===== config.mk =====
export PLATFORM = sky130hd
export DESIGN_NAME = psram_port_arb
export DESIGN_NICKNAME = d
export VERILOG_FILES = /design/src/rtl/psram_pkg.sv /design/src/rtl/rr_arbiter.sv /design/src/rtl/psram_port_arb.sv
export SDC_FILE = /design/constraint.sdc
export NUM_CORES = 1
export LEC_CHECK = 0
export CORE_MARGIN = 10
export CORE_UTILIZATION = 33
export DETAILED_ROUTE_END_ITERATION = 7
export HOLD_SLACK_MARGIN = 0.1
export PLACE_DENSITY = 0.71
export SLEW_MARGIN = 10
export SYNTH_ARGS = -nofsm -noshare
export SYNTH_HDL_FRONTEND = slang
export SYNTH_SLANG_ARGS = --single-unit

===== constraint.sdc =====
create_clock -name clk_out -period 2.45 [get_ports clk_out]
set_input_delay 0.245 -clock clk_out [delete_from_list [all_inputs] [get_ports clk_out]]
set_output_delay 0.245 -clock clk_out [all_outputs]
set_load 0.03 [all_outputs]

===== src/rtl/psram_pkg.sv =====
// Shared types and constants for the PSRAM port arbiter.
// State encoding, data-mask constants, command encodings and a small helper.
package psram_pkg;

    typedef enum logic [1:0] {
        StIdle = 2'd0,
        StCmd  = 2'd1,
        StWait = 2'd2
    } psram_state_e;

    localparam logic [3:0] MASK_NONE    = 4'b1111;
    localparam logic [3:0] MASK_HI_WORD = 4'b0011;

    localparam logic CMD_RD = 1'b0;
    localparam logic CMD_WR = 1'b1;

    function automatic int unsigned max_u(input int unsigned a, input int unsigned b);
        return (a > b) ? a : b;
    endfunction

endpackage


===== src/rtl/rr_arbiter.sv =====
// Round-robin arbiter: one-hot grant searched from the port after the last winner.
// The pointer moves only when the caller signals that the grant was taken.
module rr_arbiter #(
    parameter int unsigned N = 2
) (
    input  logic         clk,
    input  logic         rst_n,
    input  logic [N-1:0] req,
    input  logic         advance,
    output logic [N-1:0] grant
);

    localparam int unsigned PW = (N > 1) ? $clog2(N) : 1;

    logic [PW-1:0] ptr_q;
    logic [PW-1:0] win;
    logic [PW-1:0] nxt;
    logic          found;
    int unsigned   idx;

    always_comb begin
        grant = '0;
        win   = ptr_q;
        found = 1'b0;
        idx   = 0;
        for (int unsigned i = 0; i < N; i++) begin
            idx = 32'(ptr_q) + i;
            if (idx >= N) begin
                idx = idx - N;
            end
            if (!found && req[PW'(idx)]) begin
                grant[PW'(idx)] = 1'b1;
                win             = PW'(idx);
                found           = 1'b1;
            end
        end
    end

    always_comb begin
        nxt = win + 1'b1;
        if (32'(win) == N - 1) begin
            nxt = '0;
        end
    end

    always_ff @(posedge clk or negedge rst_n) begin
        if (!rst_n) begin
            ptr_q <= '0;
        end else if (advance && found) begin
            ptr_q <= nxt;
        end
    end

endmodule


===== src/rtl/psram_port_arb.sv =====
// Multi-port arbiter in front of a PSRAM controller: one transaction in flight at a time.
// Optional read-data timeout is enabled by defining PSRAM_TIMEOUT_EN.
module psram_port_arb
    import psram_pkg::*;
#(
    parameter int unsigned NREQ   = 2,
    parameter int unsigned ADDR_W = 22,
    parameter int unsigned RD_GAP = 13,
    parameter int unsigned WR_GAP = 13,
    parameter int unsigned TMO    = 64
) (
    input  logic                        clk_out,
    input  logic                        rst_n,
    input  logic                        init_calib,
    input  logic [NREQ-1:0]             req_valid,
    output logic [NREQ-1:0]             req_ready,
    input  logic [NREQ-1:0]             req_we,
    input  logic [NREQ-1:0]             req_byte,
    input  logic [NREQ-1:0][ADDR_W-1:0] req_addr,
    input  logic [NREQ-1:0][15:0]       req_wdata,
    output logic [NREQ-1:0]             rsp_valid,
    output logic [15:0]                 rsp_rdata,
    output logic                        cmd,
    output logic                        cmd_en,
    output logic [ADDR_W-2:0]           addr,
    output logic [31:0]                 wr_data,
    output logic [3:0]                  data_mask,
    input  logic [31:0]                 rd_data,
    input  logic                        rd_data_valid
`ifdef PSRAM_TIMEOUT_EN
    ,
    output logic                        rd_timeout
`endif
);

    localparam int unsigned GAP_MAX = max_u(max_u(RD_GAP, WR_GAP), 1);
    localparam int unsigned CNT_W   = $clog2(GAP_MAX + 1);
    localparam logic [CNT_W-1:0] RD_END  = CNT_W'(RD_GAP);
    localparam logic [CNT_W-1:0] WR_END  = CNT_W'(WR_GAP);
    localparam logic [CNT_W-1:0] CNT_SAT = CNT_W'(GAP_MAX);

    psram_state_e state_q, state_d;

    logic [NREQ-1:0]   grant;
    logic [NREQ-1:0]   owner_q;
    logic [NREQ-1:0]   rsp_valid_q;
    logic              accept;
    logic              sel_we, sel_byte;
    logic [ADDR_W-1:0] sel_addr;
    logic [15:0]       sel_wdata;
    logic              we_q, byte_q;
    logic [ADDR_W-1:0] addr_q;
    logic [15:0]       wdata_q;
    logic [15:0]       rsp_rdata_q;
    logic [CNT_W-1:0]  cnt_q;
    logic              beat_q;
    logic              rd_hit, tmo_hit, cap, done;
    logic [15:0]       cap_data;
    logic [15:0]       unused_rd_lo;

    assign unused_rd_lo = rd_data[15:0];

    assign accept = (state_q == StIdle) && init_calib && (|req_valid);

    rr_arbiter #(
        .N (NREQ)
    ) u_arb (
        .clk     (clk_out),
        .rst_n   (rst_n),
        .req     (req_valid),
        .advance (accept),
        .grant   (grant)
    );

    // Gated by rst_n so the grant is forced low while reset is held.
    assign req_ready = (accept && rst_n) ? grant : '0;

    always_comb begin
        sel_we    = 1'b0;
        sel_byte  = 1'b0;
        sel_addr  = '0;
        sel_wdata = '0;
        for (int unsigned i = 0; i < NREQ; i++) begin
            if (grant[i]) begin
                sel_we    = req_we[i];
                sel_byte  = req_byte[i];
                sel_addr  = req_addr[i];
                sel_wdata = req_wdata[i];
            end
        end
    end

    assign rd_hit = (state_q == StWait) && !we_q && !beat_q && rd_data_valid;
    assign cap      = rd_hit || tmo_hit;
    assign cap_data = rd_hit ? rd_data[31:16] : 16'hFFFF;

    assign done = (state_q == StWait) &&
                  (we_q ? (cnt_q == WR_END) : ((cnt_q >= RD_END) && beat_q));

    always_comb begin
        state_d = state_q;
        unique case (state_q)
            StIdle:  if (accept) state_d = StCmd;
            StCmd:   state_d = StWait;
            StWait:  if (done) state_d = StIdle;
            default: state_d = StIdle;
        endcase
    end

    always_ff @(posedge clk_out or negedge rst_n) begin
        if (!rst_n) begin
            state_q     <= StIdle;
            owner_q     <= '0;
            we_q        <= 1'b0;
            byte_q      <= 1'b0;
            addr_q      <= '0;
            wdata_q     <= '0;
            cnt_q       <= '0;
            beat_q      <= 1'b0;
            rsp_valid_q <= '0;
            rsp_rdata_q <= '0;
        end else begin
            state_q     <= state_d;
            rsp_valid_q <= '0;
            if (accept) begin
                owner_q <= grant;
                we_q    <= sel_we;
                byte_q  <= sel_byte;
                addr_q  <= sel_addr;
                wdata_q <= sel_wdata;
            end
            if (state_q == StCmd) begin
                cnt_q  <= '0;
                beat_q <= 1'b0;
            end else if ((state_q == StWait) && (cnt_q != CNT_SAT)) begin
                cnt_q <= cnt_q + 1'b1;
            end
            // Only the first beat of a burst is kept; later beats see beat_q set.
            if (cap) begin
                beat_q      <= 1'b1;
                rsp_rdata_q <= cap_data;
                rsp_valid_q <= owner_q;
            end
        end
    end

`ifdef PSRAM_TIMEOUT_EN
    localparam int unsigned TW = $clog2(TMO + 1);
    localparam logic [TW-1:0] TMO_END = TW'(TMO);

    logic [TW-1:0] tmo_q;
    logic          rd_timeout_q;

    // tmo_q counts cycles elapsed since the cmd_en cycle.
    assign tmo_hit = (state_q == StWait) && !we_q && !beat_q && !rd_data_valid &&
                     (tmo_q == TMO_END);

    always_ff @(posedge clk_out or negedge rst_n) begin
        if (!rst_n) begin
            tmo_q        <= '0;
            rd_timeout_q <= 1'b0;
        end else begin
            if (state_q == StCmd) begin
                tmo_q <= TW'(1);
            end else if ((state_q == StWait) && (tmo_q != TMO_END)) begin
                tmo_q <= tmo_q + 1'b1;
            end
            if (tmo_hit) begin
                rd_timeout_q <= 1'b1;
            end
        end
    end

    assign rd_timeout = rd_timeout_q;
`else
    logic [31:0] unused_tmo;

    assign tmo_hit    = 1'b0;
    assign unused_tmo = 32'(TMO);
`endif

    assign cmd_en    = (state_q == StCmd);
    assign cmd       = we_q ? CMD_WR : CMD_RD;
    assign addr      = addr_q[ADDR_W-1:1];
    assign wr_data   = {wdata_q, 16'h0000};
    assign rsp_valid = rsp_valid_q;
    assign rsp_rdata = rsp_rdata_q;

    always_comb begin
        data_mask = MASK_NONE;
        if (state_q == StCmd && we_q) begin
            data_mask = byte_q ? {~addr_q[0], addr_q[0], 2'b11} : MASK_HI_WORD;
        end
    end

endmodule

==> results.yml, run 1 <==
outcome:
  outcome: "finished, final reports clean"
sta:
  worst_pin_slew_ns: 0.8395
  worst_hold_slack_ns: 0.2561
  fin_worst_skew_ns: 0.006630
  period_needed_ns: 2.193
  slew_viol_final: 0
  hold_violations: 0
  rsz0062_at_grt: "false"
  fin_ws_ns: 0.2569
  tns_ns: 0
  finalSetupViolCount: 0
  max_freq_mhz: 456.0
  relSlewSlack: 0.4403
  layout_worst_path_cycle_share: 0.8951
flow_run:
  max_cap_violations: 0
drt:
  first_pass_iters: 4
  via_per_inst: 4.876
  num_vias: 2901
  drc_errors: 0
  antenna_left: 0
  wire_per_inst_um: 18.67
  drt_wl_total_mm: 11.11
  drt-initial-drc-count: 154
setup_path:
  slowest_delay_ns: 0.43
  worst_ep_required_time_ns: 2.20
  timing.rr.start: "state_q[1]"
  critPathKind: "reg2out"
  worstPathArrival_ns: 1.95
  reg2reg_to: "addr_q[8]"
  worstPathCellList: "nor3b_1 > and3_2 > and2_1 > buf_4"
  cpMaxStageDelayCell: "dfrtp_1"
  critical_path_buf_inv_count: 1
  cp_top_family: "simple AND/OR/NAND/NOR gates"
  regToRegSetupSlack_ns: 0.60
  reg2regPathDepth: 4
  worstSetupEndpointType: "output port"
  start_kind: "flop"
  path_max_fanout: 12
clock_tree:
  cts_tree: "built"
  htree_levels: 3
  cts_resized: 0
  cts_buffers: 9
  clockBufferDepth: 2
  postCtsSetupBuffers: 0
  clock-sinks: 68
  clk-insertion-delay-late_ns: 0.35
  ctsRootBufferMaster: "clkbuf_8"
  cts_hold_buf: 1
  clk_pin_slew_ns: 0.07
grt:
  grt_max_degree: 66
  globalRouteOverflowTotal: 0
  grt_pass1_vias: 3115
  grt_use_total: 0.1450
  grt_pass1_wl_mm: 16.93
  antenna_found_initial: 0
place:
  gp_congestion: 0.7515
  pre_cts_slack_ns: 0.2977
  port_buffers: 162
  dp_hpwl_mm: 7.955
die:
  start_util: 0.3361
  core_um2: 10230
  dieArea_um2: 14900
  fp.dieW_um: 122.1
  ioPinCount: 197
  die_y_um: 122.1
  rows: 37
layout:
  drive_gt1_frac: 0.1068
  syn_to_final_growth_pct: 50.69
  nNetsFinal: 575
  antenna_cells: 0
  n_fill_cell: 943
logic_synthesis:
  yosysWarnings: 0
  synth.top_cells.by_count: "dfrtp_1 (68), nand2_1 (48), nor3_1 (41)"
  synth_most_common_cell: "dfrtp_1"
  ys_seq_elements: 68
  synth_edf_count: 0
  syn_area_um2: 3438
  synth-async-reset-ratio: 1.000
  synth-main-ff-cell: "dfrtp_1"
  postSynthCellCount: 320
  synth_top_area_share: 0.4949
  ys_types: 30
  avgSynthCellArea_um2: 10.74
  yosysSeqAreaShare: 0.4949
  synthTopCellsByArea: "dfrtp_1 (49%), a221o_1 (12%), buf_4 (8.5%)"
  synth_top_cell_by_area: "dfrtp_1"
power_and_ir_drop:
  peakVddDrop_mv: 0.5771
  p_per_area_nw_per_um2: 1209
  p_leak_uw: 0.002272
min_path:
  hold_path.class: "in2async"
## final cells by class
class                   count  area [µm²]  share of cell area
flip-flops and latches     68        1702              0.3284
repair buffers            171        1689              0.3260
multi-input cells         198        1361              0.2627
well taps                 136       170.2             0.03284
clock buffers              13       168.9             0.03260
clock inverters             3       67.56             0.01304
inverters                   6       22.52            0.004347
## routing by layer
metal  routed length [µm]  vias to the layer above  track usage
met5                    0                        -            0
met4                  117                        0      0.05302
met3                  932                        8      0.05180
met2                 5392                      115       0.2352
met1                 4667                     1418       0.1736
li1                     -                     1360            -
## logic make-up (layout without fill, tap and decap cells)
logic type | count (synthesis) | after routing | share of synthesized area
muxes | 19 | 19 | 0.07133
AOI/OAI and AO/OA | 48 | 48 | 0.1325
other | 2 | 18 | 0.002184
buffers and inverters | 70 | 193 | 0.1325
DFF | 68 | 68 | 0.4949
xor gates and xnor gates | 1 | 1 | 0.002548
adders and majority gates | 3 | 3 | 0.01092
and+or+nand+nor | 109 | 109 | 0.1532
## power breakdown
group	internal [µW]	leakage, µW	switching (µW)
Combinational	1500	0.00132	1700
Sequential	1640	0.000840	342
Clock	657	0.000116	428
## sequential cells by signal, indices dropped and copies added, names as in the netlist
name / count
rsp_valid: 2
state_q: 2
wdata_q: 16
owner_q: 2
cnt_q: 4
addr_q: 22
we_q: 1
byte_q: 1
beat_q: 1
u_arb.ptr_q: 1
rsp_rdata: 16
## through the flow
step / utilization / instances / total power [µW] / instance area (µm²)
floorplan: - / 336 / 4116 / 3498
global placement: 0.4823 / 578 / 5158 / 4935
detailed placement: 0.4823 / 578 / 5224 / 4935
CTS: 0.5064 / 595 / 6352 / 5181
global route: 0.5064 / 595 / 6627 / 5181
finish: 0.5064 / 595 / 6266 / 5181
## cells in the final DEF, fill, tap and decap left out, drive strengths merged, types with 2 or more instances in the layout
cell,Yosys,final
a21o,4,4
a221o,40,40
and2,2,2
and3,3,3
buf,51,12
bufinv,0,2
clkbuf,13,13
clkdlybuf4s50,0,158
conb,2,18
dfrtp,68,68
ha,3,3
inv,6,6
mux2,17,17
mux2i,2,2
nand2,49,49
nand2b,2,2
nand3,5,5
nor2,2,2
nor3,41,41
nor3b,2,2
o21ai,2,2
## worst max path at each step
stage	slack [ns]	from	end	cells after the start
after CTS	0.22	state_q[1]	req_ready[0]	4
final	0.26	state_q[1]	req_ready[0]	4
after global routing	0.14	state_q[1]	req_ready[0]	4
after global placement	0.31	init_calib	req_ready[0]	5
after detailed placement	0.30	init_calib	addr_q[6]	5
after floorplan	0.69	state_q[0]	req_ready[1]	4
## worst register-to-register path, cell delays in order, from the launching register on
cell and delay, ns:
dfrtp_1 0.43, nor3b_1 0.43, and3_2 0.43, buf_4 0.30
a221o_1 0.20
(Power assumes the default switching activity.)
==> inputs of run 2 (changes only) <==
- MAX_ROUTING_LAYER: not set -> met4
==> results.yml, run 2 (synthesis results as in run 1) <==
setup_path:
  critical_path_buf_inv_count: 1
  reg2reg_to: "addr_q[8]"
  slowest_delay_ns: 0.43
  critPathLaunch: "state_q[1]"
  path_max_fanout: 12
  regToRegSetupSlack_ns: 0.59
  worstPathArrival_ns: 1.95
  worstPathCellList: "nor3b_1 > and3_2 > and2_1 > buf_4"
  cp_top_family: "simple AND/OR/NAND/NOR gates"
  cpMaxStageDelayCell: "dfrtp_1"
  worst_ep_required_time_ns: 2.20
  critPathKind: "reg2out"
  timing.rr.start: "state_q[1]"
  endpoint: "req_ready[0]"
  crit_cells: 4
  reg2regPathDepth: 4
  worstSetupEndpointType: "output port"
  start_kind: "flop"
clock_tree:
  cts_buffers: 9
  clk_pin_slew_ns: 0.07
  clock-sinks: 68
  clk-insertion-delay-late_ns: 0.35
  cts_hold_buf: 1
  ctsRootBufferMaster: "clkbuf_8"
  clockBufferDepth: 2
  htree_levels: 3
  cts_tree: "built"
  cts_resized: 0
  postCtsSetupBuffers: 0
layout:
  seqCellArea_um2: 1702
  layout_commonest_cell: "clkdlybuf4s50_1"
  multi_input_area_um2: 1361
  largest-register: "addr_q"
  layout_common_cells: "clkdlybuf4s50_1 (158), dfrtp_1 (68), nand2_1 (48)"
  largest_register_ffs: 22
  drive_gt1_frac: 0.1068
  nNetsFinal: 575
  syn_to_final_growth_pct: 50.69
  antenna_cells: 0
  n_fill_cell: 943
  layout.cells.non_filler: 595
  stdcell_area_um2: 5181
die:
  fp.dieW_um: 122.1
  rows: 37
  ioPinCount: 197
  dieArea_um2: 14900
  start_util: 0.3361
  core_um2: 10230
  die_y_um: 122.1
sta:
  relSlewSlack: 0.4450
  finalSetupViolCount: 0
  period_needed_ns: 2.198
  rsz0062_at_grt: "false"
  worst_hold_slack_ns: 0.2534
  fin_worst_skew_ns: 0.006043
  layout_worst_path_cycle_share: 0.8969
  hold_violations: 0
  max_freq_mhz: 455.1
  worst_pin_slew_ns: 0.8326
  tns_ns: 0
  slew_viol_final: 0
drt:
  drt-initial-drc-count: 169
  first_pass_iters: 4
  drc_errors: 0
  wire_per_inst_um: 18.70
  antenna_left: 0
  via_per_inst: 4.864
  num_vias: 2894
  drt_wl_total_mm: 11.13
place:
  gp_congestion: 0.7611
  port_buffers: 162
  dp_hpwl_mm: 7.955
  dp.cells: 578
  placed_area_um2: 4935
power_and_ir_drop:
  peakVddDrop_mv: 0.5772
  p_total_uw: 6265
  p_per_area_nw_per_um2: 1209
  p_leak_uw: 0.002272
grt:
  grt_max_degree: 66
  grt_pass1_vias: 3121
  antenna_found_initial: 0
  grt_use_total: 0.1493
  globalRouteOverflowTotal: 0
  grt_pass1_wl_mm: 16.90
min_path:
  hold_path.class: "in2async"
outcome:
  outcome: "finished, final reports clean"
flow_run:
  max_cap_violations: 0
run 2: worst reg2reg max path: stages (launching register included):
cell,delay (ns)
dfrtp_1,0.43
nor3b_1,0.43
and3_2,0.43
buf_4,0.31
a221o_1,0.20
run 2: worst min path at each step:
stage | from | end | slack [ns] | depth (start not counted)
after global routing | rst_n | owner_q[1] | 0.26 | 2
final | rst_n | owner_q[1] | 0.25 | 2
after detailed placement | rst_n | owner_q[1] | 0.08 | 1
after floorplan | rst_n | addr_q[0] | -0.05 | 0
after CTS | rst_n | owner_q[1] | 0.26 | 2
after global placement | rst_n | owner_q[1] | 0.08 | 1
run 2: final cells by class:
| cell class | count | area share |
|---|---|---|
| flip-flops and latches | 68 | 0.3284 |
| repair buffers | 171 | 0.3260 |
| multi-input cells | 198 | 0.2627 |
| well taps | 136 | 0.03284 |
| clock buffers | 13 | 0.03260 |
| clock inverters | 3 | 0.01304 |
| inverters | 6 | 0.004347 |
run 2: where the power goes:
part	switching, µW	total, µW	internal [µW]
Clock	427	1080	657
Sequential	342	1980	1640
Combinational	1700	3200	1500
run 2: stage by stage:
step	worst slack, ns	utilization
2_1_floorplan	0.6876	-
3_3_place_gp	0.3134	0.4823
3_5_place_dp	0.2977	0.4823
4_1_cts	0.2215	0.5064
5_1_grt	0.1351	0.5064
6_report	0.2525	0.5064
run 2: metal layers:
layer	GRT usage	routed length (µm)	up-vias	share of wire
li1	-	-	1358	-
met1	0.1798	4731	1403	0.43
met2	0.2345	5391	123	0.48
met3	0.04209	869	10	0.078
met4	0.05302	135	0	0.012
met5	-	0	-	0
==> inputs of run 3 (changes only) <==
- ABC_AREA: not set -> 0
- CORE_MARGIN: 10 -> not set
- RECOVER_POWER: not set -> 25
==> results.yml, run 3 (synthesis results as in run 1) <==
outcome:
  outcome: "finished, final reports clean"
sta:
  fin_worst_skew_ns: 0.01274
  slew_viol_final: 0
  worst_hold_slack_ns: 0.3427
  worst_pin_slew_ns: 1.222
  hold_violations: 0
  period_needed_ns: 2.138
  finalSetupViolCount: 0
  max_freq_mhz: 467.6
  relSlewSlack: 0.1824
  layout_worst_path_cycle_share: 0.8728
  fin_ws_ns: 0.3116
  rsz0062_at_grt: "false"
  tns_ns: 0
drt:
  drt_wl_total_mm: 9.201
  wire_per_inst_um: 15.54
  drc_errors: 0
  via_per_inst: 4.841
  antenna_left: 0
  num_vias: 2866
  first_pass_iters: 6
  drt-initial-drc-count: 179
layout:
  multi_input_area_um2: 1346
  nNetsFinal: 575
  antenna_cells: 0
  syn_to_final_growth_pct: 50.40
  n_fill_cell: 913
  layout_common_cells: "clkdlybuf4s50_1 (158), dfrtp_1 (68), nand2_1 (48)"
  largest-register: "addr_q"
  finish.utilization: 0.5195
  layout.cells.non_filler: 592
  layout_commonest_cell: "clkdlybuf4s50_1"
  largest_register_ffs: 22
  drive_gt1_frac: 0.1068
  seqCellArea_um2: 1702
die:
  rows: 36
  dieArea_um2: 10830
  ioPinCount: 197
  core_um2: 9955
  start_util: 0.3454
  fp.dieW_um: 104.1
  die_y_um: 104.1
setup_path:
  worstPathArrival_ns: 1.89
  start_kind: "flop"
  critical_path_buf_inv_count: 1
  worstSetupEndpointType: "output port"
  worst_ep_required_time_ns: 2.20
  critPathLaunch: "state_q[1]"
  slowest_delay_ns: 0.43
  path_max_fanout: 8
  critPathKind: "reg2out"
  timing.rr.start: "we_q"
  worstPathCellList: "nor3b_1 > and3_2 > and2_1 > buf_4"
  cp_top_family: "simple AND/OR/NAND/NOR gates"
  cpMaxStageDelayCell: "dfrtp_1"
power_and_ir_drop:
  p_clk_frac: 0.188
  pwr-share-comb: 0.498
  p_per_area_nw_per_um2: 1215
  switching_share: 0.3868
  p_int_uw: 3853
  p_sw_uw: 2430
  p_leak_uw: 0.002269
  seqPwrFrac: 0.314
  peakVddDrop_mv: 0.5002
grt:
  grt_pass1_vias: 2876
  antenna_found_initial: 0
  grt_use_total: 0.1796
  grt_max_degree: 45
  globalRouteOverflowTotal: 0
  grt_pass1_wl_mm: 14.73
flow_run:
  max_cap_violations: 0
clock_tree:
  clock-sinks: 68
  cts_tree: "built"
  cts_buffers: 9
  clockBufferDepth: 2
  clk-insertion-delay-late_ns: 0.35
  clk_pin_slew_ns: 0.07
  htree_levels: 3
  cts_resized: 0
  ctsRootBufferMaster: "clkbuf_8"
place:
  gp_congestion: 0.8315
  dp_hpwl_mm: 6.388
  port_buffers: 162
  pre_cts_slack_ns: 0.3163
  dp.cells: 575
min_path:
  hold_path.class: "in2async"
run 3: cell count changes in the layout (fill, tap and decap cells not counted), sizes merged:
cell,before,now
buf,12,11
bufinv,2,3
clkbuf,13,12
inv,6,7
run 3: metal layers:
metal / track usage / wire [µm] / share of wire / vias up
met5: - / 0 / 0 / -
met4: 0.07041 / 127 / 0.014 / 0
met3: 0.03885 / 532 / 0.058 / 10
met2: 0.2981 / 4451 / 0.48 / 133
met1: 0.2125 / 4090 / 0.44 / 1363
li1: - / - / - / 1360
run 3: path summary, 6_finish.rpt:
check | to | slack (ns) | cells past startpoint
setup / recovery | req_ready[0] | 0.31 | 4
hold / removal | rsp_rdata[13] | 0.34 | 2
setup reg to reg | rsp_rdata[14] | 0.38 | 3
hold reg to reg | owner_q[1] | 0.48 | 1
max in group asynchronous | addr_q[0] | 0.78 | 3
min in group clk_out | addr_q[13] | 0.43 | 4
run 3: final cells by class:
class,count,share of cell area
clock inverters,5,0.02057
inverters,6,0.004355
well taps,133,0.03218
flip-flops and latches,68,0.3291
clock buffers,11,0.02928
multi-input cells,198,0.2603
repair buffers,171,0.3242
run 3: power by group through the flow:
stage / clock network [µW] / logic [µW] / registers, µW
floorplan: 0 / 1650 / 2470
global placement: 0 / 3110 / 1990
detailed placement: 0 / 3160 / 1990
CTS: 1210 / 3170 / 1990
global route: 1270 / 3300 / 2050
finish: 1180 / 3130 / 1980
run 3: what timing repair did:
item                      in CTS  in global routing
hold buffers                   1                  0
hold endpoints to repair      26                  0
buffers inserted               0                  0
run 3: through the flow:
step	area, µm²	total power (µW)
after floorplan	3498	4116
after global placement	4921	5099
after detailed placement	4921	5154
after CTS	5189	6370
after global routing	5171	6620
final	5171	6284
